File: config.mk
export PLATFORM = sky130hd
export DESIGN_NAME = fifo_rd_stream_flat
export DESIGN_NICKNAME = d
export VERILOG_FILES = /design/src/rtl/fifo_pkg.sv /design/src/rtl/fifo_rd_stream_if.sv /design/src/rtl/fifo_skid2.sv /design/src/rtl/fifo_rd_stream.sv /design/src/flat_wrapper.sv
export SDC_FILE = /design/constraint.sdc
export NUM_CORES = 1
export LEC_CHECK = 0
export CAP_MARGIN = 20
export CORE_MARGIN = 3
export CORE_UTILIZATION = 50
export CTS_BUF_LIST = sky130_fd_sc_hd__clkbuf_4
export DETAILED_ROUTE_END_ITERATION = 12
export PLACE_DENSITY = 0.89
export SLEW_MARGIN = 40
export SYNTH_ARGS = -nofsm -noshare
export SYNTH_HDL_FRONTEND = slang
export SYNTH_HIERARCHICAL = 1
export SYNTH_SLANG_ARGS = --single-unit
File: constraint.sdc
create_clock -name rclk -period 2.2 [get_ports rclk]
set_clock_uncertainty 0.2 [all_clocks]
set_input_delay 0.33 -clock rclk [delete_from_list [all_inputs] [get_ports rclk]]
set_output_delay 0.33 -clock rclk [all_outputs]
set_load 0.005 [all_outputs]
File: src/rtl/fifo_pkg.sv
// Shared constants for the async FIFO read side: default widths and the
// buffer-count / pop-counter widths used by fifo_rd_stream and fifo_skid2.
package fifo_pkg;

    localparam int DSIZE_DEF = 8;
    localparam int ASIZE_DEF = 3;
    localparam int CNT_W     = 2;
    localparam int RDCNT_W   = 16;

    typedef logic [CNT_W-1:0] buf_cnt_t;

endpackage

File: src/rtl/fifo_rd_stream_if.sv
// FIFO read port (rempty/rdata/rinc) plus the valid/ready output stream.
// The master modport is the drain stage, the slave modport is its environment.
interface fifo_rd_stream_if
    import fifo_pkg::*;
#(
    parameter int DSIZE = DSIZE_DEF
);

    logic             rempty;
    logic [DSIZE-1:0] rdata;
    logic             rinc;
    logic             m_valid;
    logic [DSIZE-1:0] m_data;
    logic             m_ready;

    modport master (
        input  rempty, rdata, m_ready,
        output rinc, m_valid, m_data
    );

    modport slave (
        output rempty, rdata, m_ready,
        input  rinc, m_valid, m_data
    );

endinterface

File: src/rtl/fifo_skid2.sv
// Two-entry head/tail output buffer; head is always the oldest word.
// Callers never push when full without popping, nor pop when empty.
module fifo_skid2
    import fifo_pkg::*;
#(
    parameter int DSIZE = DSIZE_DEF
) (
    input  logic             i_clk,
    input  logic             i_rst_n,
    input  logic             i_push,
    input  logic             i_pop,
    input  logic [DSIZE-1:0] i_din,
    output logic [DSIZE-1:0] o_head,
    output buf_cnt_t         o_count
);

    logic [DSIZE-1:0] r_head;
    logic [DSIZE-1:0] r_tail;
    buf_cnt_t         r_count;

    always_ff @(posedge i_clk) begin
        if (!i_rst_n) begin
            r_head  <= '0;
            r_tail  <= '0;
            r_count <= '0;
        end else begin
            case (r_count)
                2'd0: begin
                    if (i_push) begin
                        r_head  <= i_din;
                        r_count <= 2'd1;
                    end
                end
                2'd1: begin
                    if (i_push && !i_pop) begin
                        r_tail  <= i_din;
                        r_count <= 2'd2;
                    end else if (i_push && i_pop) begin
                        r_head  <= i_din;
                    end else if (i_pop) begin
                        r_count <= 2'd0;
                    end
                end
                2'd2: begin
                    // Tail moves forward on every pop; a simultaneous push refills it.
                    if (i_pop) begin
                        r_head <= r_tail;
                        if (i_push) begin
                            r_tail <= i_din;
                        end else begin
                            r_count <= 2'd1;
                        end
                    end
                end
                default: r_count <= 2'd0;
            endcase
        end
    end

    assign o_head  = r_head;
    assign o_count = r_count;

endmodule

File: src/rtl/fifo_rd_stream.sv
// Async FIFO read-side drain stage: rempty/rinc/rdata to a registered valid/ready stream.
// Define FIFO_RD_STREAM_CNT_EN to add the 16-bit rd_count pop counter output.
module fifo_rd_stream
    import fifo_pkg::*;
#(
    parameter int DSIZE     = DSIZE_DEF,
    parameter int BUF_DEPTH = 2
) (
    input  logic                   rclk,
    input  logic                   rrst_n,
    fifo_rd_stream_if.master       bus
`ifdef FIFO_RD_STREAM_CNT_EN
    ,
    output logic [RDCNT_W-1:0]     rd_count
`endif
);

    generate
        if (BUF_DEPTH != 2) begin : g_bad_depth
            $error("fifo_rd_stream: BUF_DEPTH must be 2");
        end
    endgenerate

    logic             r_arm;
    logic [DSIZE-1:0] w_head;
    buf_cnt_t         w_count;
    logic             w_valid;
    logic             w_pop;
    logic             w_rinc;

    // The upstream empty flag is not trustworthy in the first cycle after reset.
    always_ff @(posedge rclk) begin
        if (!rrst_n) begin
            r_arm <= 1'b0;
        end else begin
            r_arm <= 1'b1;
        end
    end

    assign w_valid = (w_count != 2'd0);
    assign w_pop   = w_valid & bus.m_ready;
    assign w_rinc  = rrst_n & r_arm & ~bus.rempty & ((w_count != 2'd2) | w_pop);

    fifo_skid2 #(
        .DSIZE (DSIZE)
    ) u_skid (
        .i_clk   (rclk),
        .i_rst_n (rrst_n),
        .i_push  (w_rinc),
        .i_pop   (w_pop),
        .i_din   (bus.rdata),
        .o_head  (w_head),
        .o_count (w_count)
    );

    assign bus.rinc    = w_rinc;
    assign bus.m_valid = w_valid;
    assign bus.m_data  = w_head;

`ifdef FIFO_RD_STREAM_CNT_EN
    logic [RDCNT_W-1:0] r_rd_count;

    always_ff @(posedge rclk) begin
        if (!rrst_n) begin
            r_rd_count <= '0;
        end else if (w_pop) begin
            r_rd_count <= r_rd_count + 1'b1;
        end
    end

    assign rd_count = r_rd_count;
`endif

endmodule

File: src/flat_wrapper.sv
// flat-port wrapper written by rule: the top's interface ports become plain ports
module fifo_rd_stream_flat import fifo_pkg::*;
#(
    parameter int DSIZE     = DSIZE_DEF,
    parameter int BUF_DEPTH = 2
)
  (rclk, rrst_n, bus_rempty, bus_rdata, bus_m_ready, bus_rinc, bus_m_valid, bus_m_data);
  fifo_rd_stream_if #(.DSIZE(DSIZE)) bus_i ();
  input  logic rclk;
  input  logic rrst_n;
  input wire logic [$bits(bus_i.rempty)-1:0] bus_rempty;
  input wire logic [$bits(bus_i.rdata)-1:0] bus_rdata;
  input wire logic [$bits(bus_i.m_ready)-1:0] bus_m_ready;
  output wire logic [$bits(bus_i.rinc)-1:0] bus_rinc;
  output wire logic [$bits(bus_i.m_valid)-1:0] bus_m_valid;
  output wire logic [$bits(bus_i.m_data)-1:0] bus_m_data;
  assign bus_i.rempty = bus_rempty;
  assign bus_i.rdata = bus_rdata;
  assign bus_i.m_ready = bus_m_ready;
  assign bus_rinc = bus_i.rinc;
  assign bus_m_valid = bus_i.m_valid;
  assign bus_m_data = bus_i.m_data;
  fifo_rd_stream #(.DSIZE(DSIZE), .BUF_DEPTH(BUF_DEPTH)) u_core (.rclk(rclk), .rrst_n(rrst_n), .bus(bus_i));
endmodule
==> flow_summary.ini <==
[outcome]
status = complete, no violations

[critical_path]
cp_top_family = simple AND/OR/NAND/NOR gates
slowest_delay_ns = 0.38
rrSetupSlack_ns = 0.23
r2r-start = u_core/u_skid/o_count[1]
critPathRequiredTime_ns = 2.23
worstReg2RegEnd = u_core/u_skid/r_tail[4]
end_kind = register
crit_type = reg2reg
crit_fanout = 9
crit_chain = or2_4 -> and2_4 -> or3b_4 -> a21oi_4 -> buf_12 -> mux2i_1
worstSetupStartpointType = register
cp_num_buf_inv = 1
cp.arrival_ns = 2.00
worstRegToRegCells = 6
slowest_stage = or3b_4

[floorplan]
initial_core_util = 0.572
die-height_um = 49.2
num_rows = 14
core_region_area_um2 = 1630
dieArea_um2 = 2420
io_pins = 22
die_w_um = 49.2

[placement]
hpwlAfterDp_mm = 1.50
dp_slack_ns = -0.118
dp.cells = 143
place_area_um2 = 1210
gp_congestion = 0.770
port_buffers = 21

[power]
power.leakage_nw = 0.513
comb_power_share = 0.174
seqPwrFrac = 0.553
pwr-share-clk = 0.272
p_sw_frac = 0.252
vdd_drop_max_mv = 0.458
p_switching_uw = 166
cellInternalPower_uw = 491
power.density_nw_per_um2 = 527

[final_layout]
final_core_utilization = 0.765
fin_area_um2 = 1250
regArea_um2 = 382
layout-drive-gt1-share = 0.146
area_growth_pct = 33.7
antenna_cells = 0
final_cell_count_no_fill = 147
multi_input_area_um2 = 513
mostFrequentLayoutCells = clkdlybuf4s50_1 (20), nand2_1 (18), dfxtp_1 (18)
final_common_cell = clkdlybuf4s50_1
nets = 136
num-fill-cells = 113

[sta]
finalCritPeriodShare = 0.896
tns_ns = 0
setup_violations = 0
hold_viol_final = 0
drv_slew = 0
slew_headroom = 0.691
setup_slack_ns = 0.229
rsz0062_at_grt = no
worstMarginPinSlew_ns = 0.464
max_freq_mhz = 507
period_needed_ns = 1.97

[run]
maxCapViolCount = 0

[clock_network]
cts_buffer_depth = 2
cts_tree = built
htreeDepth = 1
clkTransAtPathRegs_ns = 0.11
ctsHoldBuffers = 0
cts.sinks = 19
worstSkewPairLatency_ns = 0.30
cts_inserted_buffers = 3
cts-root-buf = clkbuf_4
postCtsSetupBuffers = 0

[route]
route.detailed.wl_per_inst_um = 13.2
drt-pass1-iter-count = 4
via_per_inst = 5.29
final_antenna_net_count = 0
dr_total_vias = 777
drt_iter0_drc = 9
wl_mm = 1.94
drc = 0

[hold_path]
holdCritPathClass = reg2reg
worstHoldStart = u_core/u_skid/r_tail[6]
hold_depth = 2
min_to = u_core/u_skid/r_tail[6]

[logic_synthesis]
yosys_warnings = 6
avgSynthCellArea_um2 = 9.51
ys_seq_area_frac = 0.408
yosys_register_bits = 19
synth_area_leaders = dfxtp_1 (41%), mux2i_1 (17%), a211oi_1 (14%), nand2_1 (7.2%), a21oi_4 (1.7%)
synth_top_cell_by_area = dfxtp_1
syn_inst = 98
yosysTopAreaCellShare = 0.408
synthesis.area_um2 = 932
syn-num-nets = 110
synth_cell_types = 25

[global_route]
grt_pass1_wl_mm = 3.31
grt_overflow = 0
grt_max_degree = 21
grt_use_total = 0.176
antenna_found_initial = 0
grt_pass1_vias = 735
-- flip-flops by register name, indices dropped and copies added, names as in the netlist --
| signal | cells |
|---|---|
| u_core/u_skid/o_head | 8 |
| u_core/u_skid/o_count | 2 |
| u_core/r_arm | 1 |
| u_core/u_skid/r_tail | 8 |
-- cells in the mapped netlist --
cell and instances:
a211oi_1 17, a21o_1 1, a21oi_1 3, a21oi_4 1, and2_4 1, and3b_1 1, buf_1 1, buf_2 2
buf_6 1, clkbuf_1 2, clkinv_1 1, dfxtp_1 19, inv_1 2, mux2_4 1, mux2i_1 16, nand2_1 18
nand2b_1 1, nand3b_1 2, nor2_1 1, nor3_1 1, o21a_1 2, or2_4 1, or2b_1 1, or3b_2 1
or3b_4 1
-- worst min-delay path, cell delays in order (launching register included) --
cell and delay (ns):
dfxtp_1 0.33, nand2_1 0.05, mux2i_1 0.05
-- kinds of logic (layout without fill, tap and decap cells) --
family | Yosys count | in the layout | share of synthesized area
flip-flops | 19 | 19 | 0.408
multiplexers | 17 | 17 | 0.188
AO/OA/AOI/OAI | 24 | 24 | 0.195
AND/OR/NAND/NOR | 29 | 29 | 0.162
buffers and inverters | 9 | 34 | 0.0470
-- final cells by class --
type	count	share of cell area
Multi-Input combinational cell	70	0.412
Sequential cell	19	0.306
Timing Repair Buffer	27	0.227
Tap cell	24	0.0241
Clock buffer	3	0.0181
Inverter	3	0.00904
Clock inverter	1	0.00402
-- through the flow --
step	power (mW)	hold slack, ns
after floorplan	0.424	0.158
after global placement	0.481	0.242
after detailed placement	0.486	0.248
after CTS	0.663	0.265
after global routing	0.696	0.284
final	0.657	0.264
-- worst max-delay path by stage --
stage                        startpoint                       to  slack (ns)  cells after the start
5_1_grt                          rrst_n  u_core/u_skid/o_head[7]        0.15                      8
2_1_floorplan  u_core/u_skid/o_count[0]  u_core/u_skid/o_head[0]        0.05                      6
4_1_cts                     bus_m_ready                 bus_rinc       0.004                      4
3_5_place_dp                bus_m_ready  u_core/u_skid/o_head[5]       -0.12                      8
3_3_place_gp                bus_m_ready                 bus_rinc       -0.01                      4
6_report       u_core/u_skid/o_count[1]  u_core/u_skid/r_tail[4]        0.23                      6
-- power groups by stage --
| stage | clock network (mW) | logic, mW | registers (mW) |
|---|---|---|---|
| final | 0.179 | 0.115 | 0.364 |
| after global placement | 0 | 0.110 | 0.371 |
| after global routing | 0.206 | 0.125 | 0.366 |
| after detailed placement | 0 | 0.114 | 0.371 |
| after floorplan | 0 | 0.0528 | 0.372 |
| after CTS | 0.184 | 0.115 | 0.364 |
-- layer usage --
layer,global-route usage,vias to the layer above,share of wire
li1,-,402,-
met5,0,-,0
met1,0.207,355,0.44
met2,0.306,18,0.51
met4,0.0664,0,0.013
met3,0.0398,2,0.036
-- timing repair --
| action | 4_1_cts | 5_1_grt |
|---|---|---|
| gates resized for setup | 1 | 2 |
| cloned | 0 | 0 |
| setup endpoints to repair | 1 | 1 |
Power figures use the tool's default switching activity.
